[config.mk]
export PLATFORM = sky130hd
export DESIGN_NAME = boxcar_decimator
export DESIGN_NICKNAME = d
export VERILOG_FILES = /design/src/rtl/boxcar_pkg.sv /design/src/rtl/boxcar_decimator.sv
export SDC_FILE = /design/constraint.sdc
export NUM_CORES = 1
export LEC_CHECK = 0
export BUFFER_PORTS_ARGS = -buffer_cell sky130_fd_sc_hd__buf_2
export CAP_MARGIN = 25
export CORE_ASPECT_RATIO = 1.25
export CORE_MARGIN = 2
export CORE_UTILIZATION = 45
export DETAILED_ROUTE_END_ITERATION = 10
export GPL_ROUTABILITY_DRIVEN = 0
export GPL_TIMING_DRIVEN = 0
export SLEW_MARGIN = 15
export SYNTH_ARGS = -nofsm -noshare
export SYNTH_HDL_FRONTEND = slang
export SYNTH_SLANG_ARGS = --single-unit
[constraint.sdc]
create_clock -name Clk -period 5 [get_ports Clk]
set_input_delay 1 -clock Clk [delete_from_list [all_inputs] [get_ports Clk]]
set_output_delay 1 -clock Clk [all_outputs]
set_load 0.01 [all_outputs]
[src/rtl/boxcar_pkg.sv]
// Shared definitions for the boxcar decimator: default widths, the state
// encoding and the window-length clamp used when latching Shift.
package boxcar_pkg;

    localparam int MAX_SHIFT      = 8;
    localparam int DATA_W_DEFAULT = 16;
    localparam int ACC_W          = DATA_W_DEFAULT + MAX_SHIFT;
    localparam int SHIFT_W        = 4;

    typedef enum logic {
        IDLE  = 1'b0,
        ACCUM = 1'b1
    } state_t;

    // Requested log2 window lengths above the supported maximum saturate to it
    function automatic logic [SHIFT_W-1:0] clamp_shift(input logic [SHIFT_W-1:0] shift,
                                                      input int max_shift);
        if (int'(shift) > max_shift) begin
            return SHIFT_W'(max_shift);
        end
        return shift;
    endfunction

endpackage

[src/rtl/boxcar_decimator.sv]
// Boxcar decimator: averages non-overlapping windows of 2^Shift valid samples
// and emits one registered result per window with a one-cycle OutValid strobe.
// Optional feature macro BOXCAR_ROUND_EN: round half up instead of truncating
// toward negative infinity.
module boxcar_decimator #(
    parameter int DATA_W    = 16,
    parameter int MAX_SHIFT = boxcar_pkg::MAX_SHIFT
) (
    input  logic                     Clk,
    input  logic                     Reset,
    input  logic signed [DATA_W-1:0] InData,
    input  logic                     InValid,
    input  logic                     Enable,
    input  logic                     Clear,
    input  logic [3:0]               Shift,
    output logic signed [DATA_W-1:0] OutData,
    output logic                     OutValid,
    output logic                     Busy
);

    import boxcar_pkg::*;

    // Accumulator holds up to 2^MAX_SHIFT full-scale samples without overflow
    localparam int ACC_WIDTH = DATA_W + MAX_SHIFT;
    localparam int CNT_W     = MAX_SHIFT + 1;

    state_t                        state;
    logic signed [ACC_WIDTH-1:0]   acc;
    logic [CNT_W-1:0]              count;
    logic [SHIFT_W-1:0]            shift_q;
    logic [SHIFT_W-1:0]            shift_clamped;

    logic signed [ACC_WIDTH-1:0]   sample_ext;
    logic signed [ACC_WIDTH-1:0]   sum_next;
    logic signed [ACC_WIDTH-1:0]   round_bias;
    logic signed [ACC_WIDTH-1:0]   sum_biased;
    logic signed [ACC_WIDTH-1:0]   sum_shifted;
    logic signed [DATA_W-1:0]      avg;
    logic [CNT_W-1:0]              window_len;
    logic [CNT_W-1:0]              last_count;
    logic                          last_sample;

    assign shift_clamped = clamp_shift(Shift, MAX_SHIFT);
    assign sample_ext    = {{MAX_SHIFT{InData[DATA_W-1]}}, InData};
    assign sum_next      = acc + sample_ext;

`ifdef BOXCAR_ROUND_EN
    // Half an LSB of the result; the right shift makes this zero when shift_q is 0
    assign round_bias = (ACC_WIDTH'(1) << shift_q) >> 1;
`else
    assign round_bias = '0;
`endif

    // The average of in-range samples is itself in range, so dropping the
    // upper accumulator bits after the arithmetic shift never loses value
    assign sum_biased  = sum_next + round_bias;
    assign sum_shifted = sum_biased >>> shift_q;
    assign avg         = DATA_W'(sum_shifted);

    assign window_len  = CNT_W'(1) << shift_q;
    assign last_count  = window_len - CNT_W'(1);
    assign last_sample = (count == last_count);

    assign Busy = (state == ACCUM) && (count != '0);

    // Run/stop state machine with window accumulation, dump and abort handling
    always_ff @(posedge Clk or negedge Reset) begin
        if (!Reset) begin
            state    <= IDLE;
            acc      <= '0;
            count    <= '0;
            shift_q  <= '0;
            OutData  <= '0;
            OutValid <= 1'b0;
        end else begin
            OutValid <= 1'b0;
            case (state)
                IDLE: begin
                    if (Enable) begin
                        state   <= ACCUM;
                        shift_q <= shift_clamped;
                        acc     <= '0;
                        count   <= '0;
                    end
                end
                ACCUM: begin
                    if (!Enable) begin
                        state <= IDLE;
                        acc   <= '0;
                        count <= '0;
                    end else if (Clear) begin
                        acc   <= '0;
                        count <= '0;
                    end else if (InValid) begin
                        if (last_sample) begin
                            OutData  <= avg;
                            OutValid <= 1'b1;
                            acc      <= '0;
                            count    <= '0;
                            shift_q  <= shift_clamped;
                        end else begin
                            acc   <= sum_next;
                            count <= count + CNT_W'(1);
                        end
                    end
                end
                default: begin
                    state <= IDLE;
                    acc   <= '0;
                    count <= '0;
                end
            endcase
        end
    end

endmodule

==> results of run 1 <==
-- sequential cells by signal, summed over array words and instances, names as in the netlist --
name and flops:
acc 24, OutData 16, count 9, shift_q 4, OutValid 1, state 1
-- kinds of logic (layout without fill, tap and decap cells) --
family,after synthesis,in the layout,share of synthesized area
simple gates,203,203,0.196
xor+xnor,25,25,0.0433
compound gates,206,206,0.280
flops,55,55,0.272
mux,37,37,0.103
buf+inv,47,97,0.0366
fa+ha+maj,27,27,0.0682
-- routing by layer --
metal  track usage  vias up  share of wire
li1              -     2379              -
met1         0.332     2396           0.42
met2         0.440      182           0.51
met3        0.0285       29          0.050
met4        0.0882        0          0.028
met5             0        -              0
-- how the worst max path moves through the flow --
stage                     startpoint         end  slack, ns  cells past startpoint
final                     shift_q[0]     acc[10]       0.45                     14
after global routing      shift_q[0]      acc[8]      0.001                     14
after CTS                 shift_q[0]  OutData[6]       0.44                     14
after detailed placement   InData[0]  OutData[9]       0.26                     13
after global placement     InData[0]  OutData[9]       0.25                     13
after floorplan            InData[0]  OutData[9]       0.83                     11
-- stage by stage --
step	total power, mW	hold slack, ns	cells	utilization	instance area, sq um
4_1_cts	1.38	0.487	785	0.509	5610
2_1_floorplan	0.820	0.454	600	-	5060
6_report	1.38	0.478	785	0.509	5620
3_5_place_dp	0.958	0.468	777	0.493	5440
3_3_place_gp	0.954	0.462	777	0.493	5440
5_1_grt	1.45	0.504	785	0.509	5620
-- report_power, final --
part | switching (mW) | total, mW | internal (mW) | leakage (nW)
clock | 0.184 | 0.424 | 0.240 | 0.0844
sequential | 0.00948 | 0.467 | 0.458 | 0.757
combinational | 0.303 | 0.492 | 0.189 | 1.67
total | 0.496 | 1.38 | 0.887 | 2.51
-- critical path, cell delays in order, from the launching register on --
cell and delay [ns]:
dfrtp_1 0.41, clkbuf_1 0.40, buf_1 0.42, clkbuf_1 0.48, nand3_1 0.15, ha_1 0.20, clkbuf_1 0.19, nor2b_1 0.18
o21ai_0 0.24, a21oi_1 0.10, a211oi_1 0.36, nand3b_1 0.25, nand2_1 0.28, clkbuf_1 0.55, o21ai_0 0.18
-- synthesized netlist by cell type (12+ instances only) --
cell / n
a21o_1: 13
a21oi_1: 40
a22o_1: 16
clkbuf_1: 34
dfrtp_1: 55
ha_1: 26
mux2_2: 12
mux2i_1: 14
nand2_1: 67
nand3_1: 20
nor2_1: 44
nor3_1: 12
o21ai_0: 53
xnor2_1: 12
xor2_1: 13
-- final cells by class --
class / count / area share
inverter: 8 / 0.00535
clock buffer: 5 / 0.0223
sequential: 55 / 0.245
multi-input combinational: 498 / 0.623
timing repair buffer: 42 / 0.0379
clock inverter: 3 / 0.00847
tap: 135 / 0.0301
buffer: 39 / 0.0276
==> run metrics, run 1 <==
Clock Tree Buf Depth=2; IO buf count=42; worst-margin pin slew=0.723 ns; post-CTS setup buffer count=0; Max Slew Vio Count=0; clk root buf=clkbuf_16; vias in the first global route=around 4800; final worst-path cycle share=0.910; Fillers=1084; leakage dissipation=2.51 nW; Clock transition at path regs=around 0.08 ns; CP Data Required Time=5.15 ns; Crit Path Max Fanout=10; worst r2r src=shift_q[0]; CP Capture Type=flop; FF/Latch Area=1380 sq um; die width=98.8 um; commonest non-fill, non-tap cell in the layout=nand2_1; skew final=0.0126 ns; Worst EP arrival=between 4 and 5 ns; Initial Utilization=0.459; crit path time final=4.55 ns; pre-CTS setup slack=0.258 ns; Die Ht=around 120 um; outcome=completed; Mapped Area=between 5000 and 6000 sq um; flops & latches, synth=55; antenna-violating nets left=0; Synth Instances=600; ant diodes=0; mean number of vias per cell=6.35; Setup CP Type=flop to flop; Hold Crit Start=OutData[0]; net count after synthesis=652; Setup TNS=0 ns; Min-Delay Endpoint=OutData[0]; footprint of the multi-input gates=3500 sq um; initial antenna violation count=0; top_reg_cell synth=dfrtp_1; FP Rows=43; Seq/Total Area, Yosys=0.272; final worst setup slack=0.451 ns; number of CTS-inserted buffers=5; commonest cells after routing, fill and taps aside=nand2_1, dfrtp_1, o21ai_0; FF-to-FF End=acc[10]; Yosys warnings=0; R2R cell count=14; Nets=roughly 700; Fmax achieved=between 0.2 and 0.25 GHz; Synth top area share=0.272; first-pass detailed-route iteration total=5; Ports=43; Async SR Flop Fraction=1.00; VDD IR max=0.162 mV; synth unique cells=just over 70; Syn-to-layout area delta=11.0%; PD cells=around 250 nW/um^2; die area=~12000 sq um; CTS Sinks=55; htree depth=2; DR iter-0 viols=around 340; Post-synth EDFFs=0; Tightest Hold Check Type=flop to flop; final hold viol count=0; Hold-fix buffers, CTS=0; drt drc=0; aggregate global routing overflow=0; RSZ-0062 raised after global routing=false; largest net degree at the start of global routing=56; placed wire-length estimate=11.8 mm; relative slew slack=0.518; vias=roughly 5000; post-cts resize count=0; total global-route track usage=0.255; Synth area leader=dfrtp_1; WHS Path Cells=1; crit path launch type=flop; CTS tree=built; final setup vio count=0; first-pass GRT wire length=24.9 mm; routed len/inst=19.5 um; MaxCap Viol Count=0; r2r setup slk=0.45 ns; Core Footprint=~11000 sq um; layout cell share with drive strength beyond 1=0.143; Area contributors post-synth=dfrtp_1, ha_1, o21ai_0; clock latency on the worst-skew pair=0.31 ns; WL final=15.3 mm; Syn Area/Cell=roughly 8.4 sq um
Note: power is estimated with default switching activity, not from simulation.
==> inputs of run 2 (changes only) <==
- PLACE_DENSITY: unset -> 0.7
- RECOVER_POWER: unset -> 25
==> run 2 against run 1 <==
Against the previous run:
- the flow now finishes with violations (max-capacitance violations, max-slew violations)
- hold slack better by 0.0065 ns
- combinational power hardly changed
- count of clock-buffer cells in the layout is 1 higher
- design area is 0.16% higher
- clock power is 9.7% higher
- wire length decreased by 3.1%
- critical path depth shrank 1
- sequential cell count unchanged
- non-clock buffer count unchanged
- sequential power is essentially flat
- clock skew fell by 0.0041 ns
- utilization grew 0.079 points
- critical path type unchanged
- critical endpoint is now OutData[9]
- largest cell class unchanged
- largest power group unchanged
- highest routed layer unchanged
==> run metrics, run 2 (same netlist as run 1, synthesis figures left out) <==
outcome=complete, but fails checks (was completed); failing checks=max-capacitance violations, max-slew violations; commonest cells after routing, fill and taps aside=nand2_1, dfrtp_1, o21ai_0 (unchanged); biggest regs=acc x24, OutData x16, count x9 (unchanged); htree depth=2 (unchanged); Hold-fix buffers, CTS=0 (unchanged); VDD IR max=0.201 mV (was 0.162 mV); Worst EP arrival=4.76 ns (was 4.70 ns); total global-route track usage=0.249 (was 0.255); skew final=0.00847 ns (was 0.0126 ns); commonest non-fill, non-tap cell in the layout=nand2_1 (unchanged); layout cell share with drive strength beyond 1=0.137 (was 0.143); aggregate global routing overflow=0 (unchanged); initial antenna violation count=0 (unchanged); PD cells=253 nW/um^2 (was 246 nW/um^2); met1 Use GR=0.329 (was 0.332); largest net degree at the start of global routing=56 (unchanged); leakage dissipation=2.51 nW (about the same); number of CTS-inserted buffers=5 (unchanged); Nets=701 (unchanged); Clock transition at path regs=0.07 ns (was 0.08 ns); crit path launch type=flop (unchanged); WL final=14.9 mm (was 15.3 mm); Min-Delay Endpoint=OutData[0] (unchanged); CTS Sinks=55 (unchanged); worst r2r src=shift_q[0] (unchanged); Max Slew Vio Count=56 (was 0); crit path from=shift_q[0] (unchanged); CP Capture Type=flop (unchanged); crit path time final=4.57 ns (was 4.55 ns); CTS tree=built (unchanged); final setup vio count=0 (unchanged); R2R cell count=13 (was 14); met3 usage=0.0302 (was 0.0285); busiest grt layer=met2 (unchanged); clk root buf=clkbuf_16 (unchanged); RSZ-0062 raised after global routing=false (unchanged); mean number of vias per cell=6.40 (was 6.35); Syn-to-layout area delta=11.2% (was 11.0%); vias in the first global route=5092 (was 4795); Hold Crit Start=OutData[0] (unchanged); vias=5023 (was 4986); Ports=43 (unchanged); worst-margin pin slew=3.02 ns (was 0.723 ns); Die Ht=123 um (unchanged); final std cells w/o fill=785 (unchanged); Clock Tree Buf Depth=2 (unchanged); first-pass detailed-route iteration total=5 (unchanged); post-CTS setup buffer count=0 (unchanged); antenna-violating nets left=0 (unchanged); IO buf count=42 (unchanged); Setup CP Type=flop to flop (unchanged); DR iter-0 viols=392 (was 343); FF-to-FF End=OutData[9] (was acc[10]); post-cts resize count=0 (unchanged); first-pass GRT wire length=24.7 mm (was 24.9 mm); CP Data Required Time=5.19 ns (was 5.15 ns); Tightest Hold Check Type=flop to flop (unchanged); dpl cells=777 (unchanged); die width=98.8 um (unchanged); placed wire-length estimate=11.4 mm (was 11.8 mm); number of flip-flops in the largest register=24 (unchanged); FP Rows=43 (unchanged); Power Total=1.42 mW (was 1.38 mW); relative slew slack=-1.01 (was 0.518); footprint of the multi-input gates=3500 sq um (about the same); met2 Use GR=0.416 (was 0.440); final worst-path cycle share=0.914 (was 0.910); Core Footprint=11000 sq um (unchanged); Setup TNS=0 ns (unchanged); Initial Utilization=0.459 (unchanged); routed len/inst=19.0 um (was 19.5 um); Crit Path Max Fanout=10 (unchanged); Fmax achieved=0.219 GHz (was 0.220 GHz); WHS Path Cells=1 (unchanged); clock latency on the worst-skew pair=0.31 ns (about the same); FF/Latch Area=1380 sq um (unchanged); ant diodes=0 (unchanged); die area=12100 sq um (unchanged); Top reg by flops=acc (unchanged); Fillers=1042 (was 1084); MaxCap Viol Count=1 (was 0); r2r setup slk=0.43 ns (was 0.45 ns); final hold viol count=0 (unchanged); drt drc=0 (unchanged)
-- run 2: cell count changes in the layout (fill, tap and decap cells not counted) --
cell	previous run	this run
buf_2	42	41
buf_4	1	0
bufinv_16	1	2
clkbuf_1	34	37
clkinv_4	1	0
inv_6	1	0
nor2_1	43	44
nor2_2	1	0
-- run 2: per-stage QoR --
step	setup slack [ns]	utilization	hold WS [ns]	cell area (sq um)
2_1_floorplan	0.825	-	0.454	5060
3_3_place_gp	0.299	0.493	0.460	5440
3_5_place_dp	0.279	0.493	0.468	5440
4_1_cts	0.446	0.510	0.486	5630
5_1_grt	0.0986	0.510	0.515	5630
6_report	0.431	0.510	0.484	5630
-- run 2: worst max-delay path by stage --
| stage | cells past startpoint | end |
|---|---|---|
| 6_report | 13 | OutData[9] |
| 5_1_grt | 14 | OutData[6] |
| 4_1_cts | 14 | acc[7] |
| 3_5_place_dp | 13 | OutData[9] |
| 3_3_place_gp | 13 | OutData[3] |
| 2_1_floorplan | 11 | OutData[9] |
-- run 2: power breakdown --
part	internal (mW)	leakage [nW]	switching, mW
registers	0.458	0.757	0.00988
logic	0.189	1.67	0.302
clock network	0.288	0.0911	0.177
total	0.935	2.51	0.489
-- run 2: area by class of cell --
| class | instances | area share |
|---|---|---|
| plain buffers | 39 | 0.0276 |
| clock buffers | 6 | 0.0229 |
| clock inverters | 2 | 0.0107 |
| inverters | 8 | 0.00534 |
| multi-input cells | 498 | 0.622 |
| flip-flops and latches | 55 | 0.245 |
| well taps | 135 | 0.0300 |
| repair buffers | 42 | 0.0369 |
-- run 2: metal layers --
metal | share of wire | wire [um] | up-vias
li1 | - | - | 2380
met1 | 0.43 | 6460 | 2427
met2 | 0.49 | 7220 | 183
met3 | 0.052 | 771 | 33
met4 | 0.028 | 420 | 0
met5 | 0 | 0 | -
-- run 2: worst max-delay path, stage by stage (launching register included) --
cell,delay (ns)
dfrtp_1,0.41
clkbuf_1,0.45
buf_1,0.42
clkbuf_1,0.43
nand3_1,0.15
ha_1,0.20
clkbuf_1,0.19
nor3b_1,0.22
o21ai_0,0.15
and3_1,0.19
a211oi_1,0.35
nand3b_1,0.28
nor2_1,0.60
mux2_2,0.41
